==> src/rtl/conv_pkg.sv <==
// Shared constants and FSM state type for the convolutor window feeder.
package conv_pkg;

    localparam int DEF_WIDTH        = 6;
    localparam int DEF_CONV_LATENCY = 7;
    localparam int HOLD_W           = $clog2(DEF_CONV_LATENCY) + 1;

    typedef enum logic [1:0] {
        FILL,
        ISSUE,
        HOLD,
        READY
    } conv_state_e;

endpackage

==> src/rtl/conv_window_shifter.sv <==
// Serial-in sliding window register; newest bit enters the MSB, oldest sits at the LSB.
module conv_window_shifter #(
    parameter int WIDTH = 6
) (
    input  logic             clock,
    input  logic             reset,
    input  logic             shift_en_i,
    input  logic             bit_i,
    output logic [WIDTH-1:0] win_o,
    output logic [WIDTH-1:0] win_next_o
);

    logic [WIDTH-1:0] win_q;
    logic [WIDTH-1:0] win_d;

    assign win_next_o = {bit_i, win_q[WIDTH-1:1]};
    assign win_d      = shift_en_i ? win_next_o : win_q;
    assign win_o      = win_q;

    always_ff @(posedge clock) begin
        if (!reset) begin
            win_q <= '0;
        end else begin
            win_q <= win_d;
        end
    end

endmodule

==> src/rtl/conv_window_feeder.sv <==
// Feeds sample windows (A) and kernel (B) to the bit-serial convolutor and stalls the stream while it runs.
// CONV_ZERO_PAD_EN: reset straight into READY so the first bit issues a zero-padded window.
module conv_window_feeder
    import conv_pkg::*;
#(
    parameter int               WIDTH        = DEF_WIDTH,
    parameter int               CONV_LATENCY = DEF_CONV_LATENCY,
    parameter logic [WIDTH-1:0] INIT_KERNEL  = '0
) (
    input  logic             clock,
    input  logic             reset,
    input  logic             in_bit,
    input  logic             in_valid,
    output logic             in_ready,
    input  logic             kern_load,
    input  logic [WIDTH-1:0] kern_in,
    output logic [WIDTH-1:0] A,
    output logic [WIDTH-1:0] B,
    output logic             start,
    output logic [7:0]       win_count,
    output conv_state_e      dbg_state
);

    localparam int FILL_W = $clog2(WIDTH + 1);

`ifdef CONV_ZERO_PAD_EN
    localparam conv_state_e RESET_STATE = READY;
`else
    localparam conv_state_e RESET_STATE = FILL;
`endif

    conv_state_e       state_q, state_d;
    logic [FILL_W-1:0] fill_cnt_q, fill_cnt_d;
    logic [HOLD_W-1:0] hold_cnt_q, hold_cnt_d;
    logic [WIDTH-1:0]  a_q, a_d;
    logic [WIDTH-1:0]  b_q, b_d;
    logic [WIDTH-1:0]  pend_q, pend_d;
    logic [7:0]        win_count_q, win_count_d;
    logic              issue;
    logic              shift_en;
    logic [WIDTH-1:0]  win_cur;
    logic [WIDTH-1:0]  win_next;

    assign shift_en = in_valid && in_ready;

    conv_window_shifter #(.WIDTH(WIDTH)) u_shifter (
        .clock      (clock),
        .reset      (reset),
        .shift_en_i (shift_en),
        .bit_i      (in_bit),
        .win_o      (win_cur),
        .win_next_o (win_next)
    );

    always_comb begin
        state_d     = state_q;
        fill_cnt_d  = fill_cnt_q;
        hold_cnt_d  = hold_cnt_q;
        a_d         = a_q;
        b_d         = b_q;
        pend_d      = pend_q;
        win_count_d = win_count_q;
        in_ready    = 1'b0;
        start       = 1'b0;
        issue       = 1'b0;

        case (state_q)
            FILL: begin
                in_ready = 1'b1;
                if (in_valid) begin
                    if (fill_cnt_q != FILL_W'(WIDTH)) fill_cnt_d = fill_cnt_q + 1'b1;
                    if (fill_cnt_q == FILL_W'(WIDTH - 1)) issue = 1'b1;
                end
            end
            ISSUE: begin
                start      = 1'b1;
                hold_cnt_d = HOLD_W'(1);
                state_d    = HOLD;
            end
            HOLD: begin
                hold_cnt_d = hold_cnt_q + 1'b1;
                if (hold_cnt_q == HOLD_W'(CONV_LATENCY - 1)) state_d = READY;
            end
            READY: begin
                in_ready = 1'b1;
                if (in_valid) issue = 1'b1;
            end
            default: state_d = RESET_STATE;
        endcase

        if (kern_load) pend_d = kern_in;

        // A kernel loaded on the issue edge itself goes straight to B.
        if (issue) begin
            a_d         = win_next;
            b_d         = kern_load ? kern_in : pend_q;
            state_d     = ISSUE;
            win_count_d = win_count_q + 8'd1;
        end
    end

    always_ff @(posedge clock) begin
        if (!reset) begin
            state_q     <= RESET_STATE;
            fill_cnt_q  <= '0;
            hold_cnt_q  <= '0;
            a_q         <= '0;
            b_q         <= INIT_KERNEL;
            pend_q      <= INIT_KERNEL;
            win_count_q <= '0;
        end else begin
            state_q     <= state_d;
            fill_cnt_q  <= fill_cnt_d;
            hold_cnt_q  <= hold_cnt_d;
            a_q         <= a_d;
            b_q         <= b_d;
            pend_q      <= pend_d;
            win_count_q <= win_count_d;
        end
    end

    assign A         = a_q;
    assign B         = b_q;
    assign win_count = win_count_q;
    assign dbg_state = state_q;

    logic unused_win;
    assign unused_win = ^win_cur;

endmodule

==> config.mk <==
export PLATFORM = sky130hd
export DESIGN_NAME = conv_window_feeder
export DESIGN_NICKNAME = d
export VERILOG_FILES = /design/src/rtl/conv_pkg.sv /design/src/rtl/conv_window_shifter.sv /design/src/rtl/conv_window_feeder.sv
export SDC_FILE = /design/constraint.sdc
export NUM_CORES = 1
export LEC_CHECK = 0
export CORE_UTILIZATION = 40
export CTS_CLUSTER_DIAMETER = 80
export DETAILED_ROUTE_END_ITERATION = 16
export PLACE_DENSITY = 0.74
export REMOVE_ABC_BUFFERS = 1
export SKIP_LAST_GASP = 1
export SLEW_MARGIN = 30
export SYNTH_ARGS = -nofsm -noshare
export SYNTH_HDL_FRONTEND = slang
export SYNTH_SLANG_ARGS = --single-unit
export TNS_END_PERCENT = 20
==> constraint.sdc <==
create_clock -name clock -period 2.9 [get_ports clock]
set_input_delay 0.87 -clock clock [delete_from_list [all_inputs] [get_ports clock]]
set_output_delay 0.87 -clock clock [all_outputs]
set_load 0.03 [all_outputs]
Yosys cells after proc, flatten, opt, wreduce, memory -nomap -nowiden

Cells that the tools add are included.

Register bits after elaboration: 41
Bits of input ports: 11
Output and inout port bits: 24
Word-level logic and storage cells: 41

Add/sub/neg operators: 3
Equality and inequality tests: 8
Muxes and demuxes: 11
Bitwise gates (word level): 1
Reduce and logical (&&, ||, !) cells: 9

Operator list:

| kind                  | count |
|---|---|
| $add A8 B1 Y8 const B | 1 |
| $pmux W4 S2           | 1 |
| $mux W1               | 6 |
| $mux W6               | 1 |
| $ne A3 B3 Y1 const B  | 2 |
| $add A4 B1 Y4 const B | 1 |
| $eq A2 B2 Y1 const B  | 2 |
| $eq A4 B3 Y1 const B  | 1 |
| $pmux W2 S2           | 1 |
| $reduce_and A2 Y1     | 2 |
| $reduce_or A2 Y1      | 2 |
| $add A3 B1 Y3 const B | 1 |
| $eq A3 B3 Y1 const B  | 1 |
| $reduce_and A3 Y1     | 1 |
| $reduce_bool A3 Y1    | 1 |
| $eq A2 B1 Y1 const B  | 1 |
| $logic_not A2 Y1      | 1 |
| $mux W2               | 1 |
| $ne A2 B2 Y1 const B  | 1 |
| $pmux W1 S2           | 1 |
| $reduce_bool A2 Y1    | 1 |
| $logic_and A1 B1 Y1   | 1 |
| $not A1 Y1            | 1 |

Depth between registers and ports, before layout

Depth in word-level cells: 6
Depth in mapped cells: 8
Mapped depth without buffers: 6

By module

A second synthesis with hierarchy kept.

Cells, all modules: 188
Area total of the unflattened synthesis: 1,823.0 um^2

Modules (own cells, without submodules):

| module              | instances | cells an instance | area an instance (um^2) |
|---|---|---|---|
| conv_window_feeder  | 1         | 163               | 1,549.0 |
| conv_window_shifter | 1         | 25                | 274.0 |

Least setup slack after synthesis

No wires, ideal clock.

Path type: register -> output
Start: reg state_q[0] (netlist: dbg_state[0])
End: out in_ready
Data arrival time: 1.275 ns
Data required time: 2.030 ns
Slack: 0.755 ns
Stages on the path, launching flop included: 4
Path buffers: 0
Cells stage by stage: dfxtp_1 -> inv_1 -> ha_1 -> inv_1

Cells in the longest elaborated chain, start to end: 3
Elaborated cells on any way between the ends: 4

Ends and longest elaborated chain:

| what                                                    | line                      | RTL |
|---|---|---|
| start: declaration                                      | conv_window_feeder.sv:32  | `conv_state_e state_q, state_d;` |
| start signal: assignment                                | conv_window_feeder.sv:112 | `state_q <= state_d;` |
| $eq A2 B2 Y1 / $logic_not A2 Y1 (equally long branches) | conv_window_feeder.sv:67  | `case (state_q)` |
| $reduce_or A2 Y1 (no source line) (*)                   | -                         |  |
| $mux W1 (*)                                             | conv_window_feeder.sv:67  |  |
| end: declaration                                        | conv_window_feeder.sv:14  | `output logic in_ready,` |

Mark *: on every way between the ends. The rest lies on a longest branch, timed or not.

Worst setup path after layout

Start: reg state_q[1] (netlist: dbg_state[1])
End: out in_ready

Same word-level chain as after synthesis.

==> run metrics <==
outcome=completed; Commonest cells post-synth=dfxtp_1 (40), nor2_1 (26), nand2_1 (17), a21oi_1 (12), mux2i_1 (11); Setup CP Type=flip-flop to output pin; Cell Pwr Density=472 mW/mm²; Leak=between 0.8 and 0.9 nW; flops & latches, synth=40; Seq/Total Area, Yosys=a little under half; Worst Path Required=2.03 ns; Max Fclk=0.384 GHz; Synth Cell Area=approximately 0.0017 mm²; final wirelength=3220 µm; clock tree buffer depth=2; Core Area=between 0.004 and 0.005 mm²; via/cell ratio=about 4.8; post-synth cell types=33; final hold violation count=0; Worst Min Path Start=A[1]; RSZ-0062 raised after global routing=no; Final min period=2.60 ns; Vias=1282; RR Startpoint=dbg_state[1]; I/O Pins=35; GPL Wtd Cong=0.798; die width=67.7 µm; Rows=23; Final setup viols=0; Final #Nets=between 200 and 250; Hold Buf Count CTS=0; Worst Setup End Kind=output pin; Antenna diodes=0; CTS tree=built; R2R cell count=7; post-CTS setup buffer count=0; Worst R2R End=A[3]; setup TNS=0 ns; CTS sink count=40; critical path arrival=1.73 ns; layout cell share with drive strength beyond 1=11.2%; DRC viols=0; first-pass GRT wire length=around 5300 µm; cell taking the most area after synthesis=dfxtp_1; Initial Util=42.3%; largest cells by area after synthesis=dfxtp_1 (46%), ha_1 (7.2%), mux2i_1 (6.4%); clock buffer count from CTS=5; count leader, synth=dfxtp_1; total gr overflow=0; Layout area overhead=25.9%; Slew HR=70.8%; Top FF cell, synth=dfxtp_1; number of flops mapped to enable cells by yosys=0; Layout Skew=0.00510 ns; First-pass DRT Iterations=4; CTS clock-pin slew for the worst setup and hold paths=0.07 ns; Mapped Avg Cell Area=9.60 µm²; Final HPWL DP=2220 µm; Slew @ Worst Pin=0.438 ns; Setup WS post-layout=0.297 ns; Synth warnings=0; DR WL/cell=12.2 µm; initial antenna violation count=0; Final Cycle Share=89.7%; CTS H-Tree Depth=2; Hold WS=0.460 ns; Critical Path Start Type=flip-flop; post-route antenna net violation count=0; top-area cell type share of the netlist area=46.3%; Hold Path Class=flip-flop to flip-flop; clock root buffer=clkbuf_8; fin. max-slew vios=0; PortBufs=34; crit-path max FO=7; initial DRC count=40; Die H=67.7 µm; Skew-Pair Late Insertion Delay=0.29 ns; hold path depth=2; total track usage=15.7%; Peak VDD IR=0.274 mV; pre-CTS setup slack=0.325 ns; WHS Endpoint=A[1]; r2r setup slk=1.11 ns; ys async rst share=0%; vias in the first global route=1271; die area=between 0.004 and 0.005 mm²; number of max-cap violations=0; synthesized instance count=180; largest net degree at the start of global routing=40
## worst max path at each step
stage / startpoint / slack (ns) / end / cells after the start
2_1_floorplan: dbg_state[0] / 0.76 / in_ready / 3
3_3_place_gp: dbg_state[0] / 0.41 / in_ready / 4
3_5_place_dp: dbg_state[1] / 0.33 / in_ready / 4
4_1_cts: dbg_state[1] / 0.27 / in_ready / 4
5_1_grt: dbg_state[1] / 0.21 / in_ready / 4
6_report: dbg_state[1] / 0.30 / in_ready / 4
## placed cells by master, fill, tap and decap left out
master	n
nor2_2	5
nor3b_1	1
dlygate4sd2_1	1
and2_4	1
a31o_2	1
nand2_1	17
a211oi_1	2
nor3_1	1
dfxtp_1	40
nor2_1	26
ha_1	10
o21a_1	1
a21oi_1	12
a21o_1	1
inv_1	9
a211oi_2	7
and3_1	2
a31oi_1	1
nor2b_1	1
nand4_1	2
clkbuf_8	7
xor2_1	6
and4b_1	1
buf_4	2
xnor2_1	3
nand4b_1	1
nand3_1	6
and4_1	1
mux2i_1	11
clkdlybuf4s50_1	33
o21ai_0	2
nor2b_2	1
## registers in the layout, summed over array words and instances, names as in the netlist
name and count:
A 6, B 6, dbg_state 2, fill_cnt_q 3
hold_cnt_q 4, pend_q 6, u_shifter.win_o 5, win_count 8
## metrics by stage
stage	area (µm²)	power, W	cells	util, %
finish	2180	0.00103	265	53.2
global route	2180	0.00106	265	53.2
CTS	2180	0.00104	265	53.2
detailed placement	2080	0.000647	258	50.9
global placement	2080	0.000645	258	50.9
floorplan	1660	0.000617	172	-
## worst max-delay path: stages, from the launching register on
cell and delay [ns]:
dfxtp_1 0.42, inv_1 0.10, ha_1 0.38, inv_1 0.14, dlygate4sd2_1 0.40
## what timing repair did
action | 4_1_cts | 5_1_grt
endpoints found under the setup margin | 1 | 0
endpoints found under the hold margin | 0 | 0
resized for setup | 1 | 0
## per-layer routing
| layer | GRT usage, % | routed length (µm) | vias up |
|---|---|---|---|
| met1 | 17.2 | 1570 | 583 |
| met5 | 0 | 0 | - |
| met2 | 26.7 | 1440 | 31 |
| met3 | 5.41 | 199 | 2 |
| li1 | - | - | 666 |
| met4 | 7.98 | 14 | 0 |
## area by class of cell
| class | count | area (µm²) |
|---|---|---|
| clock buffer | 7 | 96.3 |
| fill | 398 | 1910 |
| inverter | 9 | 33.8 |
| multi-input combinational | 123 | 828 |
| sequential | 40 | 801 |
| tap | 50 | 62.6 |
| timing repair buffer | 36 | 354 |
## where the power goes
part	total (W)	leakage [nW]	switching, W	internal (W)
logic	0.0000661	0.452	0.0000345	0.0000316
clock network	0.000394	0.0503	0.000182	0.000212
registers	0.000567	0.324	0.00000738	0.000560
total	0.00103	0.827	0.000224	0.000804
## cell families after synthesis
kind of cell             share of synthesized area [%]
AO/OA/AOI/OAI                                     11.7
XOR/XNOR                                          4.56
adder cells (fa/ha/maj)                           7.24
buffers and inverters                             5.72
flip-flops                                        46.3
multiplexers                                      6.37
AND/OR/NAND/NOR                                   18.0
Note: power is estimated with default switching activity, not from simulation.
